[config.mk]
export PLATFORM = sky130hd
export DESIGN_NAME = llr_frame_buffer
export DESIGN_NICKNAME = d
export VERILOG_FILES = /design/src/rtl/llr_frame_buffer.sv
export SDC_FILE = /design/constraint.sdc
export NUM_CORES = 1
export LEC_CHECK = 0
export CORE_MARGIN = 2
export CORE_UTILIZATION = 29
export DETAILED_ROUTE_END_ITERATION = 8
export PLACE_DENSITY = 0.54
export SYNTH_ARGS = -nofsm -noshare
export SYNTH_HDL_FRONTEND = slang
export SYNTH_SLANG_ARGS = --single-unit
[constraint.sdc]
create_clock -name clk -period 4.3 [get_ports clk]
set_input_delay 0.86 -clock clk [delete_from_list [all_inputs] [get_ports clk]]
set_output_delay 0.86 -clock clk [all_outputs]
set_load 0.05 [all_outputs]
[src/rtl/llr_frame_buffer.sv]
// Ping-pong serial-to-parallel LLR buffer: Q-bit LLRs in, P-wide sets out; set_valid rises the cycle after the P-th accept.
// Backpressure: in_ready drops only when both banks hold unconsumed sets and returns the cycle after a consume.
module llr_frame_buffer #(
    parameter int Q = 6,
    parameter int P = 32,
    parameter int N = 1024,
    localparam int SETS = N / P,
    localparam int CW = (SETS > 1) ? $clog2(SETS) : 1,
    localparam int PW = $clog2(P)
) (
    input  logic            clk,
    input  logic            rst,
    input  logic            flush,
    input  logic [Q-1:0]    in_llr,
    input  logic            in_valid,
    output logic            in_ready,
    output logic [P*Q-1:0]  set_llr,
    output logic            set_valid,
    input  logic            set_ready,
    output logic [CW-1:0]   set_index,
    output logic            set_last,
    output logic [7:0]      frame_count
);

    logic [1:0][P*Q-1:0] bank;
    logic [1:0]          full;
    logic                wsel;
    logic                rsel;
    logic [PW-1:0]       wcnt;
    logic [CW-1:0]       ridx;

    logic accept;
    logic consume;
    logic wr_done;
    logic ridx_last;

    assign in_ready  = !full[wsel];
    assign accept    = in_valid && in_ready;
    assign set_valid = full[rsel];
    assign consume   = set_valid && set_ready;
    assign wr_done   = (wcnt == PW'(P - 1));
    assign ridx_last = (ridx == CW'(SETS - 1));

    assign set_llr   = bank[rsel];
    assign set_index = ridx;
    assign set_last  = set_valid && ridx_last;

    // Completion and consume never collide: completion needs F[wsel]=0, consume needs F[rsel]=1.
    always_ff @(posedge clk or negedge rst) begin
        if (!rst) begin
            bank        <= '0;
            full        <= '0;
            wsel        <= 1'b0;
            rsel        <= 1'b0;
            wcnt        <= '0;
            ridx        <= '0;
            frame_count <= '0;
        end else if (flush) begin
            full <= '0;
            wsel <= 1'b0;
            rsel <= 1'b0;
            wcnt <= '0;
            ridx <= '0;
        end else begin
            if (accept) begin
                bank[wsel][wcnt*Q +: Q] <= in_llr;
                if (wr_done) begin
                    full[wsel] <= 1'b1;
                    wcnt       <= '0;
                    wsel       <= ~wsel;
                end else begin
                    wcnt <= wcnt + 1'b1;
                end
            end
            if (consume) begin
                full[rsel] <= 1'b0;
                rsel       <= ~rsel;
                ridx       <= ridx_last ? '0 : ridx + 1'b1;
                if (ridx_last) begin
                    frame_count <= frame_count + 8'd1;
                end
            end
        end
    end

endmodule

# After elaboration in Yosys (flattened, before gate mapping)
# Cells that the tools add are included.
totals:
  register_bits: 406
  in_bits: 11
  output_inout_bits: 208
  word_cells: 68
op_classes:
  n_addsub: 4
  multipliers: 1
  n_lt_le_gt_ge: 4
  eq_ne: 2
  shift: 2
  mux: 29
  bitwise: 6
  reduce_logical: 12
ops:
  columns: ["operator", "n"]
  rows:
  - ["$mux 192", 3]
  - ["$bwmux 384", 1]
  - ["$demux 192 s1", 1]
  - ["$shift 6x34->192 const A", 1]
  - ["$shiftx 6x34->192", 1]
  - ["$neg 8->34", 1]
  - ["$mux 5", 6]
  - ["$mux 1", 11]
  - ["$add 5x1->5 const B", 2]
  - ["$eq 5x5->1 const B", 2]
  - ["$mux 2", 5]
  - ["$add 8x1->8 const B", 1]
  - ["$mul 5x2->7 const B", 1]
  - ["$reduce_bool 2->1", 3]
  - ["$logic_and 1x1->1", 5]
  - ["$lt 1x2->1 const B", 2]
  - ["$reduce_and 2->1", 2]
  - ["$not 1->1", 3]
  - ["$reduce_and 3->1", 1]
  - ["$and 2x2->2", 1]
  - ["$demux 1 s1", 2]
  - ["$ge 1x1->1 const B", 2]
  - ["$not 2->2", 1]
  - ["$or 2x2->2", 1]
  - ["$logic_not 1->1", 1]

# Longest topological paths before layout
depth:
  ltp_word: 11
  ltp_mapped: 15
  ltp_nobuf: 13

# Worst setup path after synthesis
# Ideal clock, no wire load.
synth_path:
  path_type: "flip-flop to flip-flop"
  start: "reg wcnt[1]"
  end: "reg bank[353] in the netlist's numbering"
  setup_time_ps: 132
  t_arrival_ps: 3776
  required_ps: 4168
  path_slack_ps: 392
  path_stages_with_launch: 15
  n_path_buf: 1
  period_less_slack_ps: 3908
  cell_sequence: "dfrtp_1 -> ha_1 -> fa_1 -> xnor2_1 -> nand2_1 -> nor3_1 -> a21boi_0 -> ha_1 -> inv_1 -> nand2_1 -> nor3_1 -> buf_2 -> nand2_1 -> o21ai_0 -> o31ai_1"
synth_via:
  elab_chain_len: 6
  elab_cells_between_ends: 7
  cone_classes: "add/sub (1); mul (1); shift (2); mux (3)"
synth_rtl:
  columns: ["item", "line_no", "text"]
  rows:
  - ["start, declared", "29", "logic [PW-1:0] wcnt;"]
  - ["start signal, assigned", "72", "wcnt <= wcnt + 1'b1;"]
  - ["$mul 5x2->7 *", "66", "bank[wsel][wcnt*Q +: Q] <= in_llr;"]
  - ["$neg 8->34 *", "66", null]
  - ["$shift 6x34->192", "66", null]
  - ["$mux 192 (not written as such)", "66", null]
  - ["$demux 192 s1", "66", null]
  - ["$bwmux 384 *", "66", null]
  - ["end signal, assigned by index", "66", null]
  - ["end, declared", "25", "logic [1:0][P*Q-1:0] bank;"]
# Mark *: on every way between the ends. The rest lies on a longest branch, timed or not.
# A chain may end at the register's enable or synchronous reset.

# Worst setup path after layout
layout_path:
  start: "reg wcnt[1]"
  end: "reg bank[268] in the netlist's numbering"
# Same word-level chain as after synthesis.

==> metrics list <==
- Aggregate global routing overflow: 0
* Timing-limited maximum frequency: 241 MHz
* Via count: 14,800
- Yosys printed 0 warnings.
- Asr flop ratio synth: 100%
* Result of the run: complete, no violations
* Largest net degree at the start of global routing: 95
* Unrepaired setup endpoints after global routing: yes
* DRC: 0
- STA classifies the critical path endpoint as a flop.
- Standard-cell rows: 97
* Num CTS Buffers: 46
- Number of antenna diodes: 0
* Number of buffers inserted to repair setup after CTS: 0
- For this run, the detailed router's first-pass iteration total came to 5.
* H-Tree Level Count: 2
- DR iter-0 viols: 927
- The final-report hold violation count is 0.
- Summed over its instances, the top area cell type makes up about half of the synthesized netlist area.
- Flops & latches, synth: slightly above 400
- Sum of routed wire length over all layers: between 60,000 and 70,000 um
* Depth of the worst register-to-register path: 11
- Met1 Use GR: between 20% and 30%
* Dpl cell area: ~0.024 mm^2
* Total power of the final layout: 8.64 mW
- During I/O placement, the number of pins put on the boundary was 219.
* Design Area, Final: 0.0257 mm^2
- Across the VDD grid, the largest voltage drop is around 0.00023 V.
- Synthesis produced 1,694 cells.
- The mapped netlist covers 0.0205 mm^2.
- Worst Tran Pin Value: 1220 ps
- Critical path fanouts, max: 15
* Primary FF master, synth: dfrtp_1
- Timing analysis after detailed placement gives a worst setup slack of 136 ps.
- In this run the tool buffered the top-level ports with between 200 and 250 buffer cells.
- Seq/Total Area, Yosys: 49.7%
- Die Footprint: between 0.07 and 0.08 mm^2
* Worst min-delay path category: input port to async pin
- Clk_lat worst skew: 570 ps
* Met2 layer usage reported by global route: 30.0%
- Max Transition Viols Final: 0
- After clock tree synthesis, the flow added hold-fix buffers numbering 0.
- Share of the cycle needed by the critical path after routing: 96.3%
- The die is 270 um tall.
- The worst setup path is of the flop to flop kind.
- Crit path required time: 4740 ps
- Global routing consumed, on the met3 layer, 2.59% of the routing resources.
- TritonCTS built the clock tree.
* Antenna violations before repair: 0
* Final antenna-violating net count: 0
- The final layout contains 1,984 nets.
* Critical Path Source Type: flop
- Count of different cell masters after synthesis: 72
- Once the floorplan was initialized, standard cells occupied 29.3% of the core.
- The routed design could run at a clock period as short as between 4000 and 5000 ps.
- The post-route netlist has 36.5% of its cells at a drive strength greater than 1.
- Via count of the first global-routing pass: 15,700
* Layer with the highest usage: met2
- Routability-driven placement finished with a final weighted congestion of between 0.9 and 1.
- Setup-violating endpoint count in the final report: 0
- Worst setup margin: approximately 160 ps
- Power spread over the standard cell area amounts to 336 mW/mm^2.
- Summed over all cells, the static leakage comes to 11.7 nW.
- Avg Synthesized Cell Area: ~12 um^2
- The core region is 0.0699 mm^2.
- Sum of net half-perimeters after detailed placement: ~48,000 um
- Relative to the synthesized area, the layout overhead comes to 25.8%.
* Number of vias per cell after detailed routing: 5.04
- Dividing the detail-routed wire length by the instance count gives 22.7 um.
- Endpoint arrival time on the critical path: approximately 4600 ps
* Clock net sink count: 406
- Die X: around 270 um
- Worst slew margin relative to its limit: 18.5%
- In the layout the commonest cells are mux2_2, dfrtp_1, clkdlybuf4s50_1.
* Buffer levels on the longest clock path: 3
- When the netlist entered floorplanning its net count stood at 1,718.
- Yosys attributes the largest share of cell area to dfrtp_1, mux2_2, nand2_1.
- Critical R2R Launch: wcnt[1]$_DFFE_PN0P_
- Number of enable flip-flop cells after synthesis: 0
- Root Buffer Master: clkbuf_16
- Global-route wire length before repair: 101,000 um
- In this run the register-to-register setup slack is 160 ps.
- Most common library cell in the layout ignoring fill and taps: mux2_2
* Register clock-pin slew on the reported worst setup and hold paths: 60 ps
* Setup clock skew after layout: 19.3 ps
* Worst R2R End: bank[268]$_DFFE_PN0P_
- Of all cell types, the one taking the most synthesized area is dfrtp_1.
- Once layout is complete, the utilization of the core stands at 36.8%.
- Global routing used 18.0% of the available tracks.
- Max-cap violations in this run came to 0.
kinds of logic after synthesis:
logic type      count (synthesis)  synth area share, %
mux                           567                 31.2
xor+xnor                       13                0.557
fa+ha+maj                      13                0.832
simple gates                  449                 10.5
compound gates                151                 5.15
flops                         406                 49.7
buf+inv                        95                 2.06
area by class of cell:
type                            instances  area (um^2)
Inverter                               10         37.5
Tap cell                              940         1180
Timing Repair Buffer                  303         2950
Clock buffer                           62         1280
Multi-Input combinational cell       1193         9930
Sequential cell                       406        10200
Fill cell                            6870        44200
Clock inverter                         23          196
power by group:
group	total, mW	switching (mW)	internal (mW)	leakage (nW)
clock network	3.87	1.65	2.22	0.724
logic	0.924	0.690	0.234	5.32
registers	3.84	0.00820	3.84	5.67
stage by stage:
stage / instances / hold slack (ps) / setup TNS [ps]
after detailed placement: 2852 / 463 / 0
after floorplan: 1694 / 452 / 0
after CTS: 2937 / 298 / 0
after global routing: 2937 / 336 / -2050
final: 2937 / 292 / 0
after global placement: 2852 / 461 / 0
what timing repair did:
item | CTS | global route
endpoints found under the hold margin | 0 | 0
endpoints found under the setup margin | 0 | 162
resized for setup | 0 | 8
sequential cells by signal, summed over array words and instances (netlist names):
signal and count:
wcnt 5, rsel 1, set_index 5, wsel 1, full 2, bank 384
frame_count 8
worst max-delay path: stages, from the launching register on:
cell      delay, ps
dfrtp_1         440
ha_1            240
fa_1            440
and3b_1         240
o31ai_2         440
a21boi_0        180
ha_1            340
inv_1           170
o21ai_4         210
nor3_1          740
nand2_1         200
mux2_1          360
layer usage:
| metal | wire [um] | share of wire, % |
|---|---|---|
| met5 | 0 | 0 |
| met1 | 29700 | 45 |
| met4 | 2110 | 3.2 |
| met3 | 2880 | 4.3 |
| met2 | 32000 | 48 |
cell usage after synthesis, drive strengths merged, types with 12 or more instances:
cell type and count:
nand2 155, clkbuf 46, mux2 564, and2 30, nor3 65, o22ai 14, dfrtp 406, ha 12
nor2 100, a21oi 33, nand3 38, o21ai 46, buf 39, and3 12
worst max-delay path by stage:
stage	to	cells past startpoint	slack, ps	startpoint
2_1_floorplan	bank[353]$_DFFE_PN0P_	14	390	wcnt[1]$_DFFE_PN0P_
3_3_place_gp	bank[21]$_DFFE_PN0P_	11	230	wcnt[1]$_DFFE_PN0P_
3_5_place_dp	bank[361]$_DFFE_PN0P_	14	140	wcnt[1]$_DFFE_PN0P_
4_1_cts	bank[283]$_DFFE_PN0P_	11	110	wcnt[1]$_DFFE_PN0P_
5_1_grt	bank[268]$_DFFE_PN0P_	11	-100	wcnt[1]$_DFFE_PN0P_
6_report	bank[268]$_DFFE_PN0P_	11	160	wcnt[1]$_DFFE_PN0P_
No activity file was read; power rests on OpenSTA's default activity.
